### src/rtl/vec_mem_pkg.sv
// vec_mem_pkg: shared state encoding, default geometry and index-width helper for the vector memory sequencer.
package vec_mem_pkg;
  typedef enum logic [1:0] {IDLE, REQ, DRAIN, DONE} state_e;
  localparam int LANES_DEF = 16;
  localparam int ELEM_W_DEF = 16;
  localparam int ADDR_W_DEF = 16;
  function automatic int idx_w(input int lanes);
    return $clog2(lanes);
  endfunction
endpackage

### src/rtl/vec_addr_gen.sv
// vec_addr_gen: address accumulator with load/step/hold; stepping wraps modulo 2^ADDR_W.
module vec_addr_gen import vec_mem_pkg::*; #(
  parameter int ADDR_W = ADDR_W_DEF
) (
  input  logic              clk,
  input  logic              rst,
  input  logic              load,
  input  logic              step,
  input  logic [ADDR_W-1:0] base,
  input  logic [ADDR_W-1:0] inc,
  output logic [ADDR_W-1:0] addr
);
  logic [ADDR_W-1:0] addr_q, addr_d;
  always_comb addr_d = load ? base : step ? addr_q + inc : addr_q;
  always_ff @(posedge clk) begin
    if (rst) addr_q <= '0;
    else addr_q <= addr_d;
  end
  assign addr = addr_q;
endmodule

### src/rtl/vec_ldst_unit.sv
// vec_ldst_unit: per-element vector load/store burst sequencer on a shared memory port.
// Define STRIDE_EN to latch and use the stride port; otherwise bursts are contiguous.
module vec_ldst_unit import vec_mem_pkg::*; #(
  parameter int LANES = LANES_DEF,
  parameter int ELEM_W = ELEM_W_DEF,
  parameter int ADDR_W = ADDR_W_DEF
) (
  input  logic                      Clk1,
  input  logic                      Reset,
  input  logic                      start,
  input  logic                      is_store,
  input  logic [ADDR_W-1:0]         base_addr,
  input  logic [ADDR_W-1:0]         stride,
  input  logic [idx_w(LANES)-1:0]   count,
  input  logic [LANES*ELEM_W-1:0]   st_data,
  output logic                      busy,
  output logic                      done,
  output logic [LANES*ELEM_W-1:0]   ld_data,
  output logic [ADDR_W-1:0]         Addr,
  output logic                      RD,
  output logic                      WR,
  output logic [ELEM_W-1:0]         dataOut,
  input  logic [ELEM_W-1:0]         DataIn,
  input  logic                      mem_ready
);
  localparam int IW = idx_w(LANES);
  state_e state_q, state_d;
  logic st_q, st_d, cap_q, cap_d, go, acc;
  logic [IW-1:0] cnt_q, cnt_d, idx_q, idx_d, cap_idx_q, cap_idx_d;
  logic [ELEM_W-1:0] ld_q [LANES];
  logic [ELEM_W-1:0] ld_d [LANES];
  logic [ELEM_W-1:0] st_lane [LANES];
  logic [ADDR_W-1:0] inc;
  assign go = state_q == IDLE && start;
  assign acc = state_q == REQ && mem_ready;
`ifdef STRIDE_EN
  logic [ADDR_W-1:0] stride_q, stride_d;
  always_comb stride_d = go ? stride : stride_q;
  always_ff @(posedge Clk1) begin
    if (Reset) stride_q <= '0;
    else stride_q <= stride_d;
  end
  assign inc = stride_q;
`else
  logic unused_stride;
  assign unused_stride = ^stride;
  assign inc = ADDR_W'(1);
`endif
  vec_addr_gen #(.ADDR_W(ADDR_W)) u_addr (
    .clk(Clk1), .rst(Reset), .load(go), .step(acc),
    .base(base_addr), .inc(inc), .addr(Addr)
  );
  for (genvar i = 0; i < LANES; i++) begin : g_lane
    assign st_lane[i] = st_data[i*ELEM_W +: ELEM_W];
    assign ld_data[i*ELEM_W +: ELEM_W] = ld_q[i];
  end
  always_comb begin
    state_d = state_q;
    st_d = st_q;
    cnt_d = cnt_q;
    idx_d = idx_q;
    cap_d = acc && !st_q;
    cap_idx_d = idx_q;
    ld_d = ld_q;
    if (cap_q) ld_d[cap_idx_q] = DataIn;
    if (go && !is_store) ld_d = '{default: '0};
    case (state_q)
      IDLE: if (start) begin
        state_d = REQ;
        st_d = is_store;
        cnt_d = count;
        idx_d = '0;
      end
      REQ: if (mem_ready) begin
        idx_d = idx_q + IW'(1);
        if (idx_q == cnt_q) state_d = st_q ? DONE : DRAIN;
      end
      DRAIN: state_d = DONE;
      default: state_d = IDLE;
    endcase
  end
  always_ff @(posedge Clk1) begin
    if (Reset) begin
      state_q <= IDLE;
      st_q <= 1'b0;
      cnt_q <= '0;
      idx_q <= '0;
      cap_q <= 1'b0;
      cap_idx_q <= '0;
      ld_q <= '{default: '0};
    end else begin
      state_q <= state_d;
      st_q <= st_d;
      cnt_q <= cnt_d;
      idx_q <= idx_d;
      cap_q <= cap_d;
      cap_idx_q <= cap_idx_d;
      ld_q <= ld_d;
    end
  end
  assign busy = state_q != IDLE;
  assign done = state_q == DONE;
  assign RD = state_q == REQ && !st_q;
  assign WR = state_q == REQ && st_q;
  assign dataOut = WR ? st_lane[idx_q] : '0;
endmodule

### config.mk
export PLATFORM = sky130hd
export DESIGN_NAME = vec_ldst_unit
export DESIGN_NICKNAME = d
export VERILOG_FILES = /design/src/rtl/vec_mem_pkg.sv /design/src/rtl/vec_addr_gen.sv /design/src/rtl/vec_ldst_unit.sv
export SDC_FILE = /design/constraint.sdc
export NUM_CORES = 1
export LEC_CHECK = 0
export ABC_AREA = 1
export BUFFER_PORTS_ARGS = -buffer_cell sky130_fd_sc_hd__buf_2
export CORE_AREA = 2 2 234 236
export CTS_CLUSTER_SIZE = 14
export DETAILED_ROUTE_END_ITERATION = 8
export DIE_AREA = 0 0 236 238
export GPL_TIMING_DRIVEN = 0
export PLACE_DENSITY = 0.58
export SYNTH_ARGS = -nofsm -noshare
export SYNTH_HDL_FRONTEND = slang
export SYNTH_SLANG_ARGS = --single-unit
### constraint.sdc
create_clock -name Clk1 -period 2.3 [get_ports Clk1]
set_input_delay 0.115 -clock Clk1 [delete_from_list [all_inputs] [get_ports Clk1]]
set_output_delay 0.115 -clock Clk1 [all_outputs]
set_load 0.03 [all_outputs]
# --- Yosys cells after proc, flatten, opt, wreduce, memory -nomap -nowiden ---
# Index checks and enable logic that the tools add are counted.
word_totals:
  reg_bits: 288
  latch_bits: 0
  mem_bits_rw: 0
  romBits: 0
  word_cells: 71
  memories: 0
op_classes:
  add_sub_neg: 2
  n_mul: 0
  div: 0
  magnitude_cmp: 3
  n_eq_ne: 7
  n_shift: 0
  n_mux: 17
  bitwise: 2
  n_reduce_logical: 17
ops:
  columns: ["cell", "count"]
  rows:
  - ["bitwise mux 256 bit", 1]
  - ["two-way mux 16 bit", 6]
  - ["binary-select mux 16 bit (select 4 bit)", 1]
  - ["demux 16 bit (select 4 bit)", 1]
  - ["adder 16 x 1 -> 16 bit (second input constant)", 1]
  - ["greater-or-equal comparator 5 bit (second input constant)", 2]
  - ["NOT 4 -> 5 bit", 2]
  - ["two-way mux 4 bit", 2]
  - ["case mux 4 bit (2 select lines)", 1]
  - ["logical AND 1 bit", 7]
  - ["two-way mux 2 bit", 3]
  - ["case mux 2 bit (3 select lines)", 1]
  - ["AND reduction 3 bit", 2]
  - ["nonzero test 2 bit", 3]
  - ["< comparator 5 x 1 -> 1 bit (second input constant)", 1]
  - ["adder 4 x 1 -> 4 bit (second input constant)", 1]
  - ["== test 2 bit (second input constant)", 2]
  - ["== test 4 bit", 1]
  - ["!= test 2 bit (second input constant)", 2]
  - ["== test 2 x 1 -> 1 bit (second input constant)", 1]
  - ["logical NOT 1 bit", 2]
  - ["logical NOT 2 bit", 1]
  - ["!= test 2 x 1 -> 1 bit (second input constant)", 1]
  - ["AND reduction 2 bit", 1]
  - ["other kinds (2)", 2]

# --- Logic depth before layout (Yosys ltp) ---
# Gate-level depths: netlist of run 1.
logic_depth:
  depth_word: 6
  mapped_depth: 10
  mapped_depth_nobuf: 10

# --- Hierarchy ---
# Synthesis of run 1 repeated with hierarchy kept, for this count alone.
unflattened:
  hier_cells: 2259
  area_unflattened_um2: 14455.1
modules_own_cells:
  columns: ["module", "instances", "cells_per_inst", "area_per_inst_um2"]
  rows:
  - ["vec_ldst_unit", 1, 2009, 12854.8]
  - ["vec_addr_gen", 1, 250, 1600.3]

# --- Worst setup path before layout of run 1 ---
# OpenSTA, ideal clock, no wires.
synth_timing:
  path_kind: "reg-to-output"
  start: "register idx_q[1], in the netlist cap_idx_d[1]"
  end: "output port dataOut[15]"
  t_arrival_ns: 1.674
  path_slack_ns: 0.511
  stages_incl_launch_ff: 7
  path_buffers: 2
  cell_sequence: "dfxtp_1 buf_2 clkbuf_1 o21ai_0 o211ai_1 nand3_1 a21oi_1"
synth_between:
  elab_chain_cells: 5
synth_lines:
  columns: ["item", "line_no", "rtl"]
  rows:
  - ["from (decl)", "vec_ldst_unit.sv:29", "logic [IW-1:0] cnt_q, cnt_d, idx_q, idx_d, cap_idx_q, cap_idx_d;"]
  - ["from (signal assigned)", "vec_ldst_unit.sv:95", "idx_q <= idx_d;"]
  - ["NOT 4 -> 5 bit (not written as such)", "vec_ldst_unit.sv:105", "assign dataOut = WR ? st_lane[idx_q] : '0;"]
  - ["binary-select mux 16 bit (select 4 bit)", "vec_ldst_unit.sv:105", null]
  - ["two-way mux 16 bit (not written as such) (2 in a row)", "vec_ldst_unit.sv:105", null]
  - ["two-way mux 16 bit", "vec_ldst_unit.sv:105", null]
  - ["to (decl)", "vec_ldst_unit.sv:22", "output logic [ELEM_W-1:0] dataOut,"]
# Every way passes these cells. The select of a mux whose other input is x is not followed.

# --- Worst setup path in the final report of run 1 ---
layout_timing:
  start: "register idx_q[0], in the netlist cap_idx_d[0]"
  end: "output port dataOut[7]"
# The elaborated chain is that of the path after synthesis.

==> impl_metrics.py, run 1 <==
metrics = {
    "grt": {
        "track_usage_pct": 24.4,
        "antenna_found_initial": 11,
        "grt_max_degree": 14,
        "grt_pass1_vias": 15200,
        "grt_overflow_total": 0,
        "grt_pass1_wl_um": 102000,
    },
    "clock_tree": {
        "cts.sinks": 288,
        "clk_path_buf_depth": 3,
        "clock_latency_ps": 560,
        "clk_pin_slew_worst_paths_ps": 60,
        "cts_tree": "built",
        "cts_root_buffer": "clkbuf_16",
        "cts_buffers": 36,
        "htree_levels": 2,
    },
    "timing": {
        "slew_headroom_pct": 15.1,
        "hold_viol": 0,
        "final-max-slew-violation-count": 0,
        "fin_tns_setup_ps": -695,
        "setup_viol": 13,
        "rsz0062_at_grt": "yes",
        "max_freq_mhz": 412,
        "period_share_pct": 105,
        "setup_slack_ps": -125,
        "holdWs_ps": 11.8,
        "tightest_slew_ps": 1270,
        "worst_clock_skew_ps": 32.0,
        "finalCriticalPeriod_ps": 2430,
    },
    "die": {
        "start_util_pct": 24.9,
        "rows": 85,
        "io_pins": 605,
        "die_w_um": 236,
        "coreArea_mm2": 0.0535,
        "die_area_mm2": 0.0562,
        "die_h_um": 238,
    },
    "power": {
        "power.density_mw_per_mm2": 756,
        "leakagePower_nw": 8.31,
        "total_power_mw": 14.5,
        "peakVddDrop_mv": 0.551,
    },
    "cells_and_area": {
        "area_delta_synth_final_pct": 44.3,
        "fin_util_pct": 35.9,
        "drive_gt1_share_pct": 31.6,
        "final_cells": 3325,
        "fin_nets": 2917,
    },
    "hold_path": {
        "hold_path.class": "input port to register",
        "hold_start": "DataIn[15]",
        "min_path_cells": 3,
        "hold_path_end": "ld_data[111]",
    },
    "place": {
        "placed_cells": 3223,
        "gp_congestion": 0.967,
        "dpl.hpwl_um": 55100,
        "portBuffers": 571,
    },
    "setup_path": {
        "rrSetupSlack_ps": 240,
        "cp.required_ps": 2180,
        "reg2reg_to": "ld_data[246]",
        "crit_arrival_ps": 2310,
        "timing.rr.start": "state_q[0]",
        "critical_path_class": "register to output port",
        "cp-start-kind": "register",
        "critPathMaxFanout": 10,
        "rr_worst_depth": 7,
        "cp-end-kind": "output port",
    },
    "route": {
        "drc_errors": 0,
        "drt_iter0_drc": 992,
        "firstDrtPassIters": 5,
        "routed_wl_um": 71300,
        "vias": 16100,
        "avgViaCountPerCell": 4.86,
        "wl_per_cell_um": 21.5,
        "ant_nets": 0,
    },
    "yosys": {
        "synth_top_area_cell": "dfxtp_1",
        "ys_types": 28,
        "synth_warnings": 0,
        "ys_seq_area_share_pct": 43.4,
        "synth_cells": 1956,
        "synth_top_area_share_pct": 43.4,
        "ys_ff_latch": 288,
        "synth_area_mm2": 0.0133,
        "synth_nets": 2276,
        "syn_avg_cell_area_um2": 6.80,
        "ys_top_cells_by_area": "dfxtp_1, nand2_1, a21oi_1",
    },
    "run_status": {
        "status": "finished, violations left",
        "violations": "setup timing",
    },
    "flow_run": {
        "max-cap-violations": 0,
    },
}
-- report_power, final --
part	internal, mW	switching, mW
logic	1.11	2.21
registers	5.13	0.179
clock network	3.44	2.43
-- cells in the final DEF, fill, tap and decap left out, types with 11 or more instances in the layout --
cell type,count
nor2_1,249
clkbuf_16,38
inv_2,20
clkbuf_8,15
buf_4,16
nor2_2,16
dfxtp_1,286
nand4_1,52
dlygate4sd3_1,22
inv_1,34
o21ai_0,130
clkbuf_4,12
o21ai_1,11
o211ai_1,52
a21oi_2,13
nand3_2,16
clkbuf_2,12
a21oi_1,270
nand3_1,63
buf_2,601
clkbuf_1,61
buf_6,21
nand2_1,530
-- cells by family (layout without fill, tap and decap cells) --
logic type / after synthesis / count (layout) / share of synthesized area [%]
simple gates: 943 / 943 / 29.1
compound gates: 489 / 489 / 19.5
flops: 288 / 288 / 43.4
buf+inv: 224 / 893 / 7.10
fa+ha+maj: 7 / 7 / 0.659
xor+xnor: 5 / 5 / 0.329
other cells: 0 / 4 / 0
-- worst max-delay path by stage --
stage	from	slack [ps]	endpoint	cells past startpoint
after floorplan	cap_idx_d[1]	510	dataOut[15]	6
after detailed placement	cap_idx_d[0]	-210	dataOut[4]	9
after global routing	cap_idx_d[0]	-180	dataOut[7]	9
after CTS	cap_idx_d[0]	-110	dataOut[11]	9
final	cap_idx_d[0]	-130	dataOut[7]	7
after global placement	cap_idx_d[0]	-250	dataOut[3]	9
-- state kept, by name, summed over array words and instances, names as in the netlist --
signal,count
st_q,1
cap_idx_q,4
cnt_q,4
u_addr.addr,16
ld_data,256
cap_q,1
cap_idx_d,4
state_q,2
-- through the flow --
| stage | setup slack [ps] | area [µm²] |
|---|---|---|
| 2_1_floorplan | 511 | 13300 |
| 3_3_place_gp | -248 | 17000 |
| 3_5_place_dp | -211 | 17000 |
| 4_1_cts | -107 | 19000 |
| 5_1_grt | -184 | 19200 |
| 6_report | -125 | 19200 |
-- routing by layer --
layer	track usage, %	share of wire, %
met5	0	0.045
met4	7.95	3.6
met3	5.37	6.9
met2	42.7	48
met1	29.6	41
-- cells in the mapped netlist --
cell type	instances
nand2_1	532
dfxtp_1	288
a21oi_1	283
nor2_1	257
o21ai_0	148
clkbuf_1	89
nand3_1	75
buf_2	52
nand4_1	52
o211ai_1	52
inv_1	34
inv_2	21
buf_1	13
buf_4	10
nor2_2	8
nor3_1	8
ha_1	7
clkinv_1	5
xor2_1	5
nand3_2	4
a31oi_1	3
nand2_2	3
nor2_4	2
a311oi_1	1
nand3_4	1
nor3_4	1
o21ai_1	1
o21bai_1	1
-- area by class of cell --
class                      count  area, µm²
timing repair buffer         603       3300
multi-input combinational   1444       6780
fill                        5873      34300
inverter                      60        240
tap                          696        871
sequential                   288       5770
clock inverter                17        179
antenna                        4       10.0
buffer                       164       1000
clock buffer                  49       1040
-- timing repair --
item / in CTS / in global routing
hold endpoints to repair: 22 / 0
endpoints found under the setup margin: 259 / 197
buffers inserted: 4 / 4
resized for setup: 164 / 48
hold buffers: 22 / 0
pin swaps: 27 / 19
gates cloned: 2 / 0
-- critical path, cell delays in order (launching register included) --
cell	delay (ps)
dfxtp_4	410
buf_12	170
clkbuf_4	210
o21ai_0	100
o211ai_1	360
nand3_1	150
a21oi_2	200
buf_6	150
Power figures use the tool's default switching activity.
==> run 2: changes to the inputs <==
- ABC_AREA: 1 -> 0
- CAP_MARGIN: not set -> 30
- CORE_AREA: 2 2 234 236 -> 2 2 238 240
- DIE_AREA: 0 0 236 238 -> 0 0 240 242
- PLACE_DENSITY: 0.58 -> 0.55
==> run 2 against run 1 <==
The run still ends with setup timing left; total power shrank 2.9%; final area down 2.3%; register-to-register slack lost 110 ps; critical path type unchanged.
==> impl_metrics.py, run 2 <==
metrics = {
    "yosys": {
        "synth-compound-area-share_pct": 14.4,
        "yosysMostFrequentCell": "nand2_1",
        "synth_top_area_share_pct": 45.4,
        "synthSimpleGateAreaFrac_pct": 21.9,
        "syn_avg_cell_area_um2": 8.18,
        "synth_area_mm2": 0.0127,
        "synth_nets": 1873,
        "synth_common_cells": "nand2_1, dfxtp_1, a21oi_1",
        "synth_top_family_by_area": "simple AND/OR/NAND/NOR gates",
        "synth_top_area_cell": "dfxtp_1",
        "synth_adder_area_share_pct": 0.690,
        "synth_ff_type": "dfxtp_1",
        "synth-xor-area-share_pct": 1.17,
        "synth_edf_count": 0,
        "ys_ff_latch": 288,
        "ys_top_cells_by_area": "dfxtp_1, nand2_1, a21oi_1",
        "synth_warnings": 0,
        "synth_cells": 1553,
        "ys_seq_area_share_pct": 45.4,
        "async_flop_share_pct": 0,
        "ys_types": 45,
        "synthMuxAreaShare_pct": 11.6,
    },
    "die": {
        "io_pins": 605,
        "die_w_um": 240,
        "die_area_mm2": 0.0581,
        "rows": 87,
        "coreArea_mm2": 0.0557,
        "die_h_um": 242,
        "start_util_pct": 22.8,
    },
    "cells_and_area": {
        "fin_util_pct": 33.6,
        "final_cells": 3002,
        "postLayoutCellArea_mm2": 0.0187,
        "drive_gt1_share_pct": 37.1,
        "largest_reg_flops": 256,
        "fillers": 5979,
        "layout_common_cells": "buf_2, nand2_1, dfxtp_1",
        "fin_nets": 2525,
        "final_common_cell": "buf_2",
        "area_delta_synth_final_pct": 47.7,
    },
    "route": {
        "drt_iter0_drc": 831,
        "firstDrtPassIters": 6,
        "wl_per_cell_um": 22.5,
        "avgViaCountPerCell": 4.71,
        "vias": 14100,
        "ant_nets": 0,
        "routed_wl_um": 67400,
        "drc_errors": 0,
    },
    "flow_run": {
        "max-cap-violations": 0,
    },
    "hold_path": {
        "hold_path_end": "u_addr.addr[2]",
        "min_path_cells": 3,
        "hold_path.class": "input port to register",
        "hold_start": "base_addr[2]",
    },
    "clock_tree": {
        "cts_buffers": 36,
        "cts_root_buffer": "clkbuf_16",
        "htree_levels": 2,
        "clk_pin_slew_worst_paths_ps": 70,
        "cts.sinks": 288,
        "clock_latency_ps": 540,
        "cts_tree": "built",
        "clk_path_buf_depth": 3,
    },
    "setup_path": {
        "cp.required_ps": 2180,
        "timing.rr.start": "state_q[1]",
        "critPathMaxFanout": 9,
        "crit_path_frequent_cell": "a22oi_2",
        "rr_worst_depth": 8,
        "crit_arrival_ps": 2370,
        "cp_top_family": "compound AO/OA/AOI/OAI gates",
        "path_cells": "buf_12 > buf_16 > mux2i_4 > a22oi_2 > a22oi_2 > o211ai_1 > buf_4",
        "cp.depth": 7,
        "cp-end-kind": "output port",
        "cp_num_buf_inv": 3,
        "reg2reg_to": "u_addr.addr[12]",
        "cp_slowest_stage_delay_ps": 370,
        "rrSetupSlack_ps": 130,
        "crit_path_top_delay_cell": "dfxtp_4",
        "critical_path_class": "register to output port",
        "cp-start-kind": "register",
    },
    "timing": {
        "worst_clock_skew_ps": 21.6,
        "rsz0062_at_grt": "yes",
        "setup_viol": 16,
        "tightest_slew_ps": 1000,
        "finalCriticalPeriod_ps": 2480,
        "hold_viol": 0,
        "holdWs_ps": 16.3,
        "setup_slack_ps": -183,
        "slew_headroom_pct": 33.0,
        "final-max-slew-violation-count": 0,
        "fin_tns_setup_ps": -1300,
        "max_freq_mhz": 403,
        "period_share_pct": 108,
    },
    "place": {
        "placed_cells": 2886,
        "place_ws_ps": -637,
        "dpl.hpwl_um": 53400,
        "placed_area_mm2": 0.0166,
        "portBuffers": 572,
        "gp_congestion": 0.991,
    },
    "power": {
        "peakVddDrop_mv": 0.506,
        "power.density_mw_per_mm2": 751,
        "leakagePower_nw": 7.55,
        "total_power_mw": 14.1,
    },
    "grt": {
        "grt_max_degree": 14,
        "grt_pass1_vias": 13800,
        "grt_pass1_wl_um": 95000,
        "antenna_found_initial": 22,
        "grt_overflow_total": 0,
        "track_usage_pct": 22.4,
    },
    "run_status": {
        "violations": "setup timing",
        "status": "finished, violations left",
    },
}
-- run 2: changes by cell type in the layout (fill, tap and decap cells not counted), moves of 32 or more --
cell / change
nand4_1: -47
nor2_1: -221
nand3_1: -32
mux4_2: +50
o211ai_1: -37
o21ai_0: -129
-- run 2: timing repair --
action / CTS / global route
endpoints found under the setup margin: 246 / 237
pin swaps: 9 / 5
gates cloned: 2 / 0
hold endpoints to repair: 26 / 0
setup buffers: 15 / 2
gates resized for setup: 135 / 55
hold buffers: 21 / 0
-- run 2: cell type report --
class / instances / area [µm²] / area share, %
Sequential cell: 288 / 5780 / 30.8
Clock inverter: 15 / 203 / 1.08
Timing Repair Buffer: 618 / 3360 / 17.9
Antenna cell: 14 / 35.0 / 0.187
Tap cell: 756 / 946 / 5.05
Inverter: 7 / 28.8 / 0.154
Clock buffer: 50 / 1040 / 5.57
Buffer: 144 / 826 / 4.40
Multi-Input combinational cell: 1110 / 6520 / 34.8
-- run 2: logic make-up (layout without fill, tap and decap cells) --
logic type	after synthesis	count (layout)
adder cells (fa/ha/maj)	7	7
buffers and inverters	155	834
AO/OA/AOI/OAI	330	330
AND/OR/NAND/NOR	672	672
flip-flops	288	288
XOR/XNOR	17	17
multiplexers	84	84
other	0	14
-- run 2: worst register-to-register path, stage by stage (launching register included) --
cell	delay [ps]
dfxtp_4	350
inv_4	50
ha_4	110
buf_6	100
buf_4	160
nand4_4	150
or3_4	440
or4_1	410
a311oi_1	270
-- run 2: worst max-delay path by stage --
stage | startpoint | endpoint | slack [ps]
2_1_floorplan | state_q[1] | dataOut[10] | 100
3_3_place_gp | state_q[0] | ld_data[47] | -720
3_5_place_dp | state_q[1] | dataOut[9] | -640
4_1_cts | cap_idx_d[0] | dataOut[9] | -170
5_1_grt | cap_idx_d[0] | dataOut[9] | -200
6_report | cap_idx_d[0] | dataOut[9] | -180
-- run 2: routing by layer --
metal  vias to the layer above  global-route usage (%)  part of all wire, %
li1                       6600                       -                    -
met1                      6831                    28.7                   43
met2                       584                    36.4                   46
met3                       103                    6.62                  8.6
met4                        10                    6.32                  2.2
met5                         -                       0                 0.10
-- run 2: where the power goes --
group          switching (mW)  internal (mW)
Sequential              0.193           5.13
Combinational            1.66           1.16
Clock                    2.29           3.65
==> run 3: changes to the inputs <==
- RECOVER_POWER: not set -> 100
- clock period: 2.3 -> 2.5 ns (I/O delays scaled with it)
==> run 3 against run 2 <==
The flow now finishes without violations; hold slack improved by 36 ps; critical path type unchanged; critical path depth did not move; count of clock-buffer cells in the layout is 5 lower; combinational power is 9.3% lower; via count shrank 0.99%; final area down 2.9%; critical endpoint unchanged; register-to-register slack improved by 150 ps; clock skew is 5.2 ps higher.
==> impl_metrics.py, run 3 (synthesis gave the netlist of run 2 again) <==
metrics = {
    "place": {
        "portBuffers": 572,
        "placed_area_mm2": 0.0165,
        "dpl.hpwl_um": 52600,
        "gp_congestion": 0.956,
        "place_ws_ps": -338,
    },
    "clock_tree": {
        "cts_tree": "built",
        "cts_buffers": 36,
        "clock_latency_ps": 540,
        "clk_path_buf_depth": 3,
        "clk_pin_slew_worst_paths_ps": 60,
        "cts_root_buffer": "clkbuf_16",
        "htree_levels": 2,
        "cts.sinks": 288,
    },
    "setup_path": {
        "critPathMaxFanout": 10,
        "crit_arrival_ps": 2310,
        "path_cells": "buf_6 > buf_6 > mux2i_2 > a22oi_1 > a22oi_1 > o211ai_1 > buf_4",
        "crit_path_top_delay_cell": "dfxtp_4",
        "cp.required_ps": 2380,
        "cp-end-kind": "output port",
        "cp-start-kind": "register",
        "cp_slowest_stage_delay_ps": 380,
        "critical_path_class": "register to output port",
    },
    "die": {
        "coreArea_mm2": 0.0557,
        "die_w_um": 240,
        "die_h_um": 242,
        "die_area_mm2": 0.0581,
        "start_util_pct": 22.8,
        "io_pins": 605,
        "rows": 87,
    },
    "grt": {
        "grt_overflow_total": 0,
        "grt_max_degree": 13,
        "grt_pass1_vias": 13700,
        "antenna_found_initial": 17,
        "track_usage_pct": 22.1,
        "grt_pass1_wl_um": 93400,
    },
    "route": {
        "ant_nets": 0,
        "firstDrtPassIters": 5,
        "routed_wl_um": 66700,
        "drc_errors": 0,
        "drt_iter0_drc": 905,
        "wl_per_cell_um": 22.3,
        "vias": 14000,
        "avgViaCountPerCell": 4.68,
    },
    "cells_and_area": {
        "final_common_cell": "nand2_1",
        "layout_common_cells": "nand2_1, clkbuf_1, buf_2",
        "fin_nets": 2525,
        "multi_input_area_mm2": 0.00647,
        "fin_util_pct": 32.6,
        "fillers": 6135,
        "area_delta_synth_final_pct": 43.3,
        "postLayoutCellArea_mm2": 0.0182,
        "regArea_mm2": 0.00577,
        "largest_reg_flops": 256,
        "drive_gt1_share_pct": 23.4,
    },
    "timing": {
        "max_freq_mhz": 410,
        "final-max-slew-violation-count": 0,
        "slew_headroom_pct": 31.0,
        "rsz0062_at_grt": "yes",
        "period_share_pct": 97.5,
        "tightest_slew_ps": 1040,
        "setup_slack_ps": 61.5,
        "setup_viol": 0,
        "hold_viol": 0,
        "finalCriticalPeriod_ps": 2440,
        "worst_clock_skew_ps": 26.8,
    },
    "power": {
        "leakagePower_nw": 6.26,
        "peakVddDrop_mv": 0.454,
        "power.density_mw_per_mm2": 696,
    },
    "flow_run": {
        "max-cap-violations": 0,
    },
    "hold_path": {
        "hold_path.class": "input port to register",
    },
    "run_status": {
        "status": "finished, final reports clean",
    },
}
-- run 3: cell types whose count changed in the layout (fill, tap and decap cells not counted), sizes merged --
cell         previous run  this run
bufinv                  4         3
inv                    11        10
dlygate4sd3            21        22
diode                  14        10
clkbuf                162       432
buf                   629       353
clkinv                  5         6
-- run 3: final cells by class --
cell class                 count  area share (%)
inverter                       7           0.144
antenna                       10           0.138
timing repair buffer         616            16.6
multi-input combinational   1110            35.6
clock inverter                14           0.963
sequential                   288            31.7
tap                          756            5.20
clock buffer                  45            5.47
buffer                       146            4.20
-- run 3: repair_timing --
| item | in CTS | in global routing |
|---|---|---|
| cloned | 2 | 2 |
| resized for setup | 83 | 52 |
| endpoints found under the setup margin | 30 | 214 |
| pin swaps | 1 | 4 |
| setup buffers | 9 | 1 |
| hold buffers | 22 | 0 |
| endpoints found under the hold margin | 27 | 0 |
-- run 3: layer usage --
| metal | global-route usage [%] | vias to the layer above | routed length, µm |
|---|---|---|---|
| met3 | 8.67 | 85 | 6980 |
| met5 | 1.77 | - | 43 |
| met2 | 35.8 | 577 | 30600 |
| li1 | - | 6598 | - |
| met1 | 27.0 | 6722 | 27400 |
| met4 | 6.01 | 6 | 1720 |
-- run 3: where the power goes --
group | leakage [nW] | internal, mW | switching, mW
sequential | 2.33 | 4.72 | 0.182
combinational | 3.36 | 1.00 | 1.54
clock | 0.575 | 3.13 | 2.09
-- run 3: per-stage QoR --
step / power, mW / TNS, ps / hold WS, ps / std cells
floorplan: 6.30 / 0 / 261 / 1553
CTS: 12.7 / -19.3 / 13.8 / 2976
global route: 13.2 / -73.4 / 20.5 / 2986
finish: 12.7 / 0 / 52.8 / 2992
global placement: 7.24 / -86600 / 383 / 2881
detailed placement: 7.25 / -3280 / 379 / 2886
-- run 3: critical path: cells and delay by family, from the launching register on --
family	cells	cell delay (ps)
AO/OA/AOI/OAI	3	460
buffers and inverters	3	610
flip-flops	1	380
multiplexers	1	310
-- run 3: final timing paths --
check	from	end	slack (ps)	cells after the start
min reg2reg	ld_data[92]	ld_data[92]	450	2
max reg2reg	state_q[0]	ld_data[122]	280	8
max	cap_idx_d[0]	dataOut[9]	60	7
min	DataIn[10]	ld_data[10]	50	3
